## config.mk

```make
export PLATFORM = sky130hd
export DESIGN_NAME = hazard_stall_controller
export DESIGN_NICKNAME = d
export VERILOG_FILES = /design/src/rtl/hazard_stall_controller.sv
export SDC_FILE = /design/constraint.sdc
export NUM_CORES = 1
export LEC_CHECK = 0
export CORE_MARGIN = 4
export CORE_UTILIZATION = 53
export CTS_CLUSTER_SIZE = 12
export DETAILED_ROUTE_END_ITERATION = 6
export PLACE_DENSITY = 0.88
export SYNTH_ARGS = -nofsm -noshare
export SYNTH_HDL_FRONTEND = slang
export SYNTH_SLANG_ARGS = --single-unit
```

## constraint.sdc

```tcl
create_clock -name clk -period 6.7 [get_ports clk]
set_clock_uncertainty 0.15 [all_clocks]
set_input_delay 1.34 -clock clk [delete_from_list [all_inputs] [get_ports clk]]
set_output_delay 1.34 -clock clk [all_outputs]
set_load 0.05 [all_outputs]
```

## src/rtl/hazard_stall_controller.sv

```systemverilog
// ID-stage hazard scheduler: load-use and branch-operand stall sequencing
// with saturating stall/flush performance counters.
module hazard_stall_controller #(
  parameter int unsigned LOAD_USE_STALLS    = 1,
  parameter int unsigned ALU_BRANCH_STALLS  = 1,
  parameter int unsigned LOAD_BRANCH_STALLS = 2,
  parameter int unsigned LOAD_MEM_BR_STALLS = 1,
  parameter int unsigned CNT_W              = 32
) (
  input  logic             clk,
  input  logic             reset,
  input  logic [4:0]       ID_rs,
  input  logic [4:0]       ID_rt,
  input  logic             ID_UsesRt,
  input  logic             ID_Branch,
  input  logic             EX_MemRead,
  input  logic             EX_RegWrite,
  input  logic [4:0]       EX_rd,
  input  logic             MEM_MemRead,
  input  logic [4:0]       MEM_rd,
  input  logic             IF_Flush,
  output logic             PC_Write,
  output logic             IF_ID_Write,
  output logic             ID_EX_Flush,
  output logic             Hazard,
  output logic             StallState,
  output logic [CNT_W-1:0] StallCount,
  output logic [CNT_W-1:0] FlushCount
);

  localparam logic [2:0] LU  = 3'(LOAD_USE_STALLS);
  localparam logic [2:0] AB  = 3'(ALU_BRANCH_STALLS);
  localparam logic [2:0] LB  = 3'(LOAD_BRANCH_STALLS);
  localparam logic [2:0] LMB = 3'(LOAD_MEM_BR_STALLS);

  typedef enum logic {
    RUN,
    STALL
  } state_e;

  state_e state_q, state_d;
  logic [2:0] rem_q, rem_d;
  logic [2:0] n_req;
  logic       ex_hit;
  logic       mem_hit;
  logic       hazard;

  logic [CNT_W-1:0] stall_cnt_q;
  logic [CNT_W-1:0] flush_cnt_q;

  // $0 is hardwired zero, so it never carries a dependency
  assign ex_hit = (EX_rd != 5'd0) &&
                  ((EX_rd == ID_rs) ||
                   (ID_UsesRt && (EX_rd == ID_rt)));

  assign mem_hit = (MEM_rd != 5'd0) &&
                   ((MEM_rd == ID_rs) ||
                    (ID_UsesRt && (MEM_rd == ID_rt)));

  always_comb begin
    n_req = 3'd0;
    if (!ID_Branch && EX_MemRead && ex_hit
        && (LU > n_req))
      n_req = LU;
    if (ID_Branch && EX_MemRead && ex_hit
        && (LB > n_req))
      n_req = LB;
    if (ID_Branch && EX_RegWrite && !EX_MemRead
        && ex_hit && (AB > n_req))
      n_req = AB;
    if (ID_Branch && MEM_MemRead && mem_hit
        && (LMB > n_req))
      n_req = LMB;
  end

  always_comb begin
    state_d = state_q;
    rem_d   = rem_q;
    hazard  = 1'b0;
    if (reset) begin
      state_d = RUN;
      rem_d   = 3'd0;
    end else begin
      unique case (state_q)
        RUN: begin
          if (n_req != 3'd0) begin
            hazard = 1'b1;
            if (n_req > 3'd1) begin
              rem_d   = n_req - 3'd1;
              state_d = STALL;
            end
          end
        end
        STALL: begin
          hazard = 1'b1;
          rem_d  = rem_q - 3'd1;
          if (rem_q <= 3'd1) begin
            rem_d   = 3'd0;
            state_d = RUN;
          end
        end
        default: begin
          state_d = RUN;
          rem_d   = 3'd0;
        end
      endcase
    end
  end

  always_ff @(posedge clk) begin
    if (reset) begin
      state_q <= RUN;
      rem_q   <= 3'd0;
    end else begin
      state_q <= state_d;
      rem_q   <= rem_d;
    end
  end

  // Flushes during a stall are suppressed downstream, so not counted
  always_ff @(posedge clk) begin
    if (reset) begin
      stall_cnt_q <= '0;
      flush_cnt_q <= '0;
    end else begin
      if (hazard && (stall_cnt_q != '1))
        stall_cnt_q <= stall_cnt_q + CNT_W'(1);
      if (IF_Flush && !hazard
          && (flush_cnt_q != '1))
        flush_cnt_q <= flush_cnt_q + CNT_W'(1);
    end
  end

  assign Hazard      = hazard;
  assign PC_Write    = !hazard;
  assign IF_ID_Write = !hazard;
  assign ID_EX_Flush = hazard;
  assign StallState  = !reset && (state_q == STALL);
  assign StallCount  = stall_cnt_q;
  assign FlushCount  = flush_cnt_q;

endmodule

```

After elaboration in Yosys (flattened, before gate mapping)
Index checks and enable logic that the tools add are counted.
- output and inout port bits: 69
- word-level logic and storage cells: 67
- flip-flop bits (word level): 68
- bits of input ports: 28
- equal/unequal tests: 8
- bitwise gates (word level): 1
- magnitude comparators: 5
- add/sub/neg operators: 4
- reduce and logical (&&, ||, !) cells: 30
- multiplexer cells: 15
- operators with widths (operator ; count):
    32-bit by 1-bit adder with 32-bit output, second input constant ; 2
    32-bit != test, second input constant ; 2
    5-bit equality test ; 4
    1-bit logical AND ; 20
    3-bit 2-to-1 mux ; 4
    5-bit nonzero test ; 2
    1-bit by 3-bit > comparator with 1-bit output, first input constant ; 2
    1-bit 2-to-1 mux ; 6
    3-bit case mux with 2 select lines ; 1
    3-bit by 1-bit subtractor with 3-bit output, second input constant ; 2
    1-bit zero test ; 4
    2-bit 2-to-1 mux ; 2
    2-bit != test, second input constant ; 2
    1-bit case mux with 2 select lines ; 2
    3-bit by 1-bit > comparator with 1-bit output, second input constant ; 1
    3-bit by 1-bit <= comparator with 1-bit output, second input constant ; 1
    3-bit nonzero test ; 1
    2-bit by 1-bit > comparator with 1-bit output, first input constant ; 1
    1-bit logical OR ; 2
    2-bit AND reduction ; 1
    1-bit inverter ; 1

Depth between registers and ports, before layout
- depth after elaboration: 22
- mapped depth: 13
- mapped depth without buffers: 12

Worst setup path after synthesis
No wires, ideal clock.
- path type: input to output
- start: input EX_rd[4]
- end: output ID_EX_Flush
- data arrival time: 3.481 ns
- setup slack: 1.729 ns
- stages on the path: 9
- cells stage by stage: xnor2_1 nand3_1 o22ai_1 nand4_1 ha_1 nand2b_1 nand2_1 inv_2 buf_4
- word-level cells in the longest chain between the ends: 19
- ends and longest elaborated chain (what ; line ; text):
    from (decl) ; 18 ; input logic [4:0] EX_rd,
    5-bit equality test ; 54 ; (ID_UsesRt && (EX_rd == ID_rt)));
    1-bit logical AND ; 54 ;
    1-bit logical OR ; 53 ; ((EX_rd == ID_rs) ||
    1-bit logical AND (*) ; 52 ; assign ex_hit = (EX_rd != 5'd0) &&
    1-bit logical AND ; 62 ; if (!ID_Branch && EX_MemRead && ex_hit
    1-bit 2-to-1 mux ; 62 ;
    2-bit by 1-bit > comparator with 1-bit output ; 66 ; && (LB > n_req))
    1-bit logical AND ; 66 ;
    [3 not listed] ; n/a ;
    2-bit 2-to-1 mux (*) ; 68 ; if (ID_Branch && EX_RegWrite && !EX_MemRead
    1-bit by 3-bit > comparator with 1-bit output ; 72 ; && (LMB > n_req))
    1-bit logical AND ; 72 ;
    3-bit 2-to-1 mux (*) ; 71 ; if (ID_Branch && MEM_MemRead && mem_hit
    3-bit nonzero test (*) ; 86 ; if (n_req != 3'd0) begin
    1-bit 2-to-1 mux (*) ; 86 ;
    1-bit case mux with 2 select lines (*) ; 84 ; unique case (state_q)
    1-bit 2-to-1 mux (*) ; 80 ; if (reset) begin
    to (decl) ; 24 ; output logic ID_EX_Flush,
Every way passes the cells marked *; elsewhere a longest branch is shown, timed or not.

Worst setup path after layout
- start: input EX_rd[4]
- end: output Hazard
- word-level cells in the longest chain between the ends: 19
- ends and longest elaborated chain (what ; line ; text):
    5-bit equality test ; 54 ;
    1-bit logical AND ; 54 ;
    1-bit logical OR ; 53 ;
    1-bit logical AND (*) ; 52 ;
    1-bit logical AND ; 62 ;
    1-bit 2-to-1 mux ; 62 ;
    2-bit by 1-bit > comparator with 1-bit output ; 66 ;
    1-bit logical AND ; 66 ;
    [3 not listed] ; n/a ;
    2-bit 2-to-1 mux (*) ; 68 ;
    1-bit by 3-bit > comparator with 1-bit output ; 72 ;
    1-bit logical AND ; 72 ;
    3-bit 2-to-1 mux (*) ; 71 ;
    3-bit nonzero test (*) ; 86 ;
    1-bit 2-to-1 mux (*) ; 86 ;
    1-bit case mux with 2 select lines (*) ; 84 ;
    1-bit 2-to-1 mux (*) ; 80 ;
    to (decl) ; 25 ; output logic Hazard,
Marks and branches as above.

==> results.sh <==
export IMPL_critPathRequiredTime_ns=5.21
export IMPL_clkLatencyLatePin_ns=0.35
export IMPL_hold_buffers=0
export IMPL_start_util_pct=55.7
export IMPL_crit_path_frequent_cell="clkdlybuf4s50_1"
export IMPL_synth_warning_count=0
export IMPL_vias=4009
export IMPL_synthFlopType="dfxtp_1"
export IMPL_place_gp_congestion=0.839
export IMPL_grt_use_total_pct=23.1
export IMPL_finalSetupViolCount=0
export IMPL_grt_pass1_vias=3620
export IMPL_clockBufferDepth=2
export IMPL_coreArea_sq_um=6910
export IMPL_viasPerCell=6.16
export IMPL_min_path_type="reg2reg"
export IMPL_die_w_um=93.2
export IMPL_layout_core_utilization_pct=72.4
export IMPL_synth_area_per_cell_sq_um=8.25
export IMPL_async_reset_ff_share_pct=0
export IMPL_ant_nets=0
export IMPL_diodes=0
export IMPL_cts_resized=0
export IMPL_cts_sink_count=68
export IMPL_routed_wl_mm=10.1
export IMPL_synth_cell_area_sq_um=3850
export IMPL_synth_top_area_share_pct=35.4
export IMPL_vdd_drop_max_v=0.0000983
export IMPL_max_freq_mhz=170
export IMPL_max_stage_delay_ns=0.82
export IMPL_cp_start_kind="input port"
export IMPL_arrival_ns=4.40
export IMPL_fillers=561
export IMPL_hold_viol_final=0
export IMPL_grt_overflow=0
export IMPL_io_buffers=96
export IMPL_place_hpwl_mm=7.26
export IMPL_synthesis_nets=499
export IMPL_die_area_sq_um=8680
export IMPL_dr_pass1_iters=5
export IMPL_cp_max_fo=6
export IMPL_clock_root_buffer="clkbuf_8"
export IMPL_area_growth_pct=30.1
export IMPL_rows=30
export IMPL_drt_iter0_markers=199
export IMPL_synth_seq_cells=68
export IMPL_critical_path_cell_chain="clkdlybuf4s50_1 > xnor2_1 > nand3_1 > o22ai_1 > nand4_1 > ha_1 > nand2b_1 > nand2_1 > inv_2 > clkdlybuf4s50_1"
export IMPL_slowest_stage="clkdlybuf4s50_1"
export IMPL_io_pins=97
export IMPL_fin_setup_tns_ns=0
export IMPL_synth_top_area_cell="dfxtp_1"
export IMPL_status="finished clean"
export IMPL_ys_seq_area_share_pct=35.4
export IMPL_dp_cells=635
export IMPL_synth_cell_types=53
export IMPL_htree_levels=3
export IMPL_cts_tree="yes"
export IMPL_fp_dieH_um=93.2
export IMPL_clkTransAtPathRegs_ns=0.07
export IMPL_drv_slew=0
export IMPL_grt_pass1_wl_mm=16.5
export IMPL_nNetsFinal=583
export IMPL_fin_crit_sh_pct=87.9
export IMPL_cellLeakagePower_nw=1.50
export IMPL_max_cap_violations=0
export IMPL_cts_inserted_buffers=9
export IMPL_netlist_instances=466
export IMPL_tightest_slew_ns=1.26
export IMPL_relSlewSlack_pct=15.4
export IMPL_drive_gt1_share_pct=5.23
export IMPL_grt_setup_unrepaired="false"
export IMPL_antenna_found_initial=0
export IMPL_endpoint_kind="output port"
export IMPL_critical_path_class="in2out"
export IMPL_power_density_nw_per_um2=165
export IMPL_post_route_min_period_ns=5.89
export IMPL_drc=0
export IMPL_grt_max_degree=69
export IMPL_cts_setup_buffers=0
export IMPL_synth_area_leaders="dfxtp_1, xnor2_1, a21oi_1"
export IMPL_fin_cells=651
export IMPL_fin_hold_ws_ns=0.344
export IMPL_synth_edf_count=0
export IMPL_wire_per_inst_um=15.5
registers in the layout (all words and copies together) (netlist names):
signal      count
rem_q           3
state_q         1
StallCount     32
FlushCount     32
per-stage QoR:
stage	setup slack, ns	power [mW]	cell area [sq um]
6_report	0.811	0.823	5000
2_1_floorplan	1.73	0.460	3850
4_1_cts	0.794	0.824	5000
3_5_place_dp	0.796	0.493	4810
3_3_place_gp	0.926	0.491	4810
5_1_grt	0.611	0.851	5000
worst max-delay path: cells and delay by family:
kind                       cells  cell delay [ns]
adders and majority gates      1             0.31
and+or+nand+nor                4             0.71
xor gates and xnor gates       1             0.14
AOI/OAI and AO/OA              1             0.39
buffers and inverters          3             1.51
metal layers:
layer	part of all wire (%)	GRT usage, %	wire [um]
met1	43	28.3	4360
met3	6.9	6.92	694
met4	2.0	7.94	199
met5	0	0	0
met2	48	38.6	4850
cell families after synthesis:
kind of cell / count (synthesis) / synth area share, %
compound gates: 118 / 19.8
buf+inv: 41 / 4.81
flops: 68 / 35.4
fa+ha+maj: 5 / 1.63
simple gates: 198 / 29.8
xor+xnor: 31 / 7.06
mux: 5 / 1.43
placed cells by master (no fill, tap or decap), drive strengths merged, types with 2 or more instances in the layout:
master	n
and2	2
nand4	22
nand4b	2
nand3	23
o41ai	4
a211oi	7
or4	20
and3	6
xnor2	30
buf	2
nand2	32
ha	5
nor2	26
nor4	9
a21oi	45
and4	12
dfxtp	68
a2111o	2
o21a	2
o21ai	19
nand3b	2
o311ai	4
nor3	11
nand2b	2
o22ai	2
o31ai	23
mux2	4
or3	22
clkinv	3
inv	17
clkbuf	12
clkdlybuf4s50	95
nor2b	4
or2	2
cells in the mapped netlist, types with 2 or more instances:
library cell / number
nand3_1: 23
nand4b_1: 2
inv_1: 16
nor2_1: 26
o21ai_0: 19
nor4_1: 7
o31ai_1: 23
or3_1: 22
nand3b_1: 2
mux2_2: 4
nand2b_1: 2
nor3_1: 11
clkbuf_1: 13
nor2b_1: 4
buf_2: 7
buf_4: 2
o21a_1: 2
ha_1: 5
nand2_1: 32
a2111o_1: 2
or4_1: 20
and3_1: 6
nand4_1: 21
a21oi_1: 45
o22ai_1: 2
buf_6: 2
and2_1: 2
dfxtp_1: 68
xnor2_1: 30
a211oi_1: 7
and4_1: 11
o41ai_1: 4
o311ai_0: 4
power by group:
group / switching [mW] / internal, mW / total, mW
Combinational: 0.0403 / 0.0338 / 0.0741
Sequential: 0.00325 / 0.406 / 0.409
Clock: 0.158 / 0.182 / 0.340
Total: 0.202 / 0.622 / 0.823
worst paths after layout:
path	cells after the start	to	slack, ns	startpoint
worst min register to register	2	FlushCount[19]$_SDFFE_PP0P_	0.34	FlushCount[19]$_SDFFE_PP0P_
worst max register to register	5	StallCount[12]$_SDFFE_PP0P_	3.99	StallCount[17]$_SDFFE_PP0P_
worst min-delay path	2	FlushCount[19]$_SDFFE_PP0P_	0.34	FlushCount[19]$_SDFFE_PP0P_
worst max-delay path	10	Hazard	0.81	EX_rd[4]
cell type report:
class,count,area [sq um],share of cell area (%)
Clock buffer,12,145,2.90
Clock inverter,4,48.8,0.975
Tap cell,96,120,2.40
Sequential cell,68,1360,27.2
Timing Repair Buffer,97,963,19.3
Inverter,17,63.8,1.28
Multi-Input combinational cell,357,2300,46.0
(Power assumes the default switching activity.)
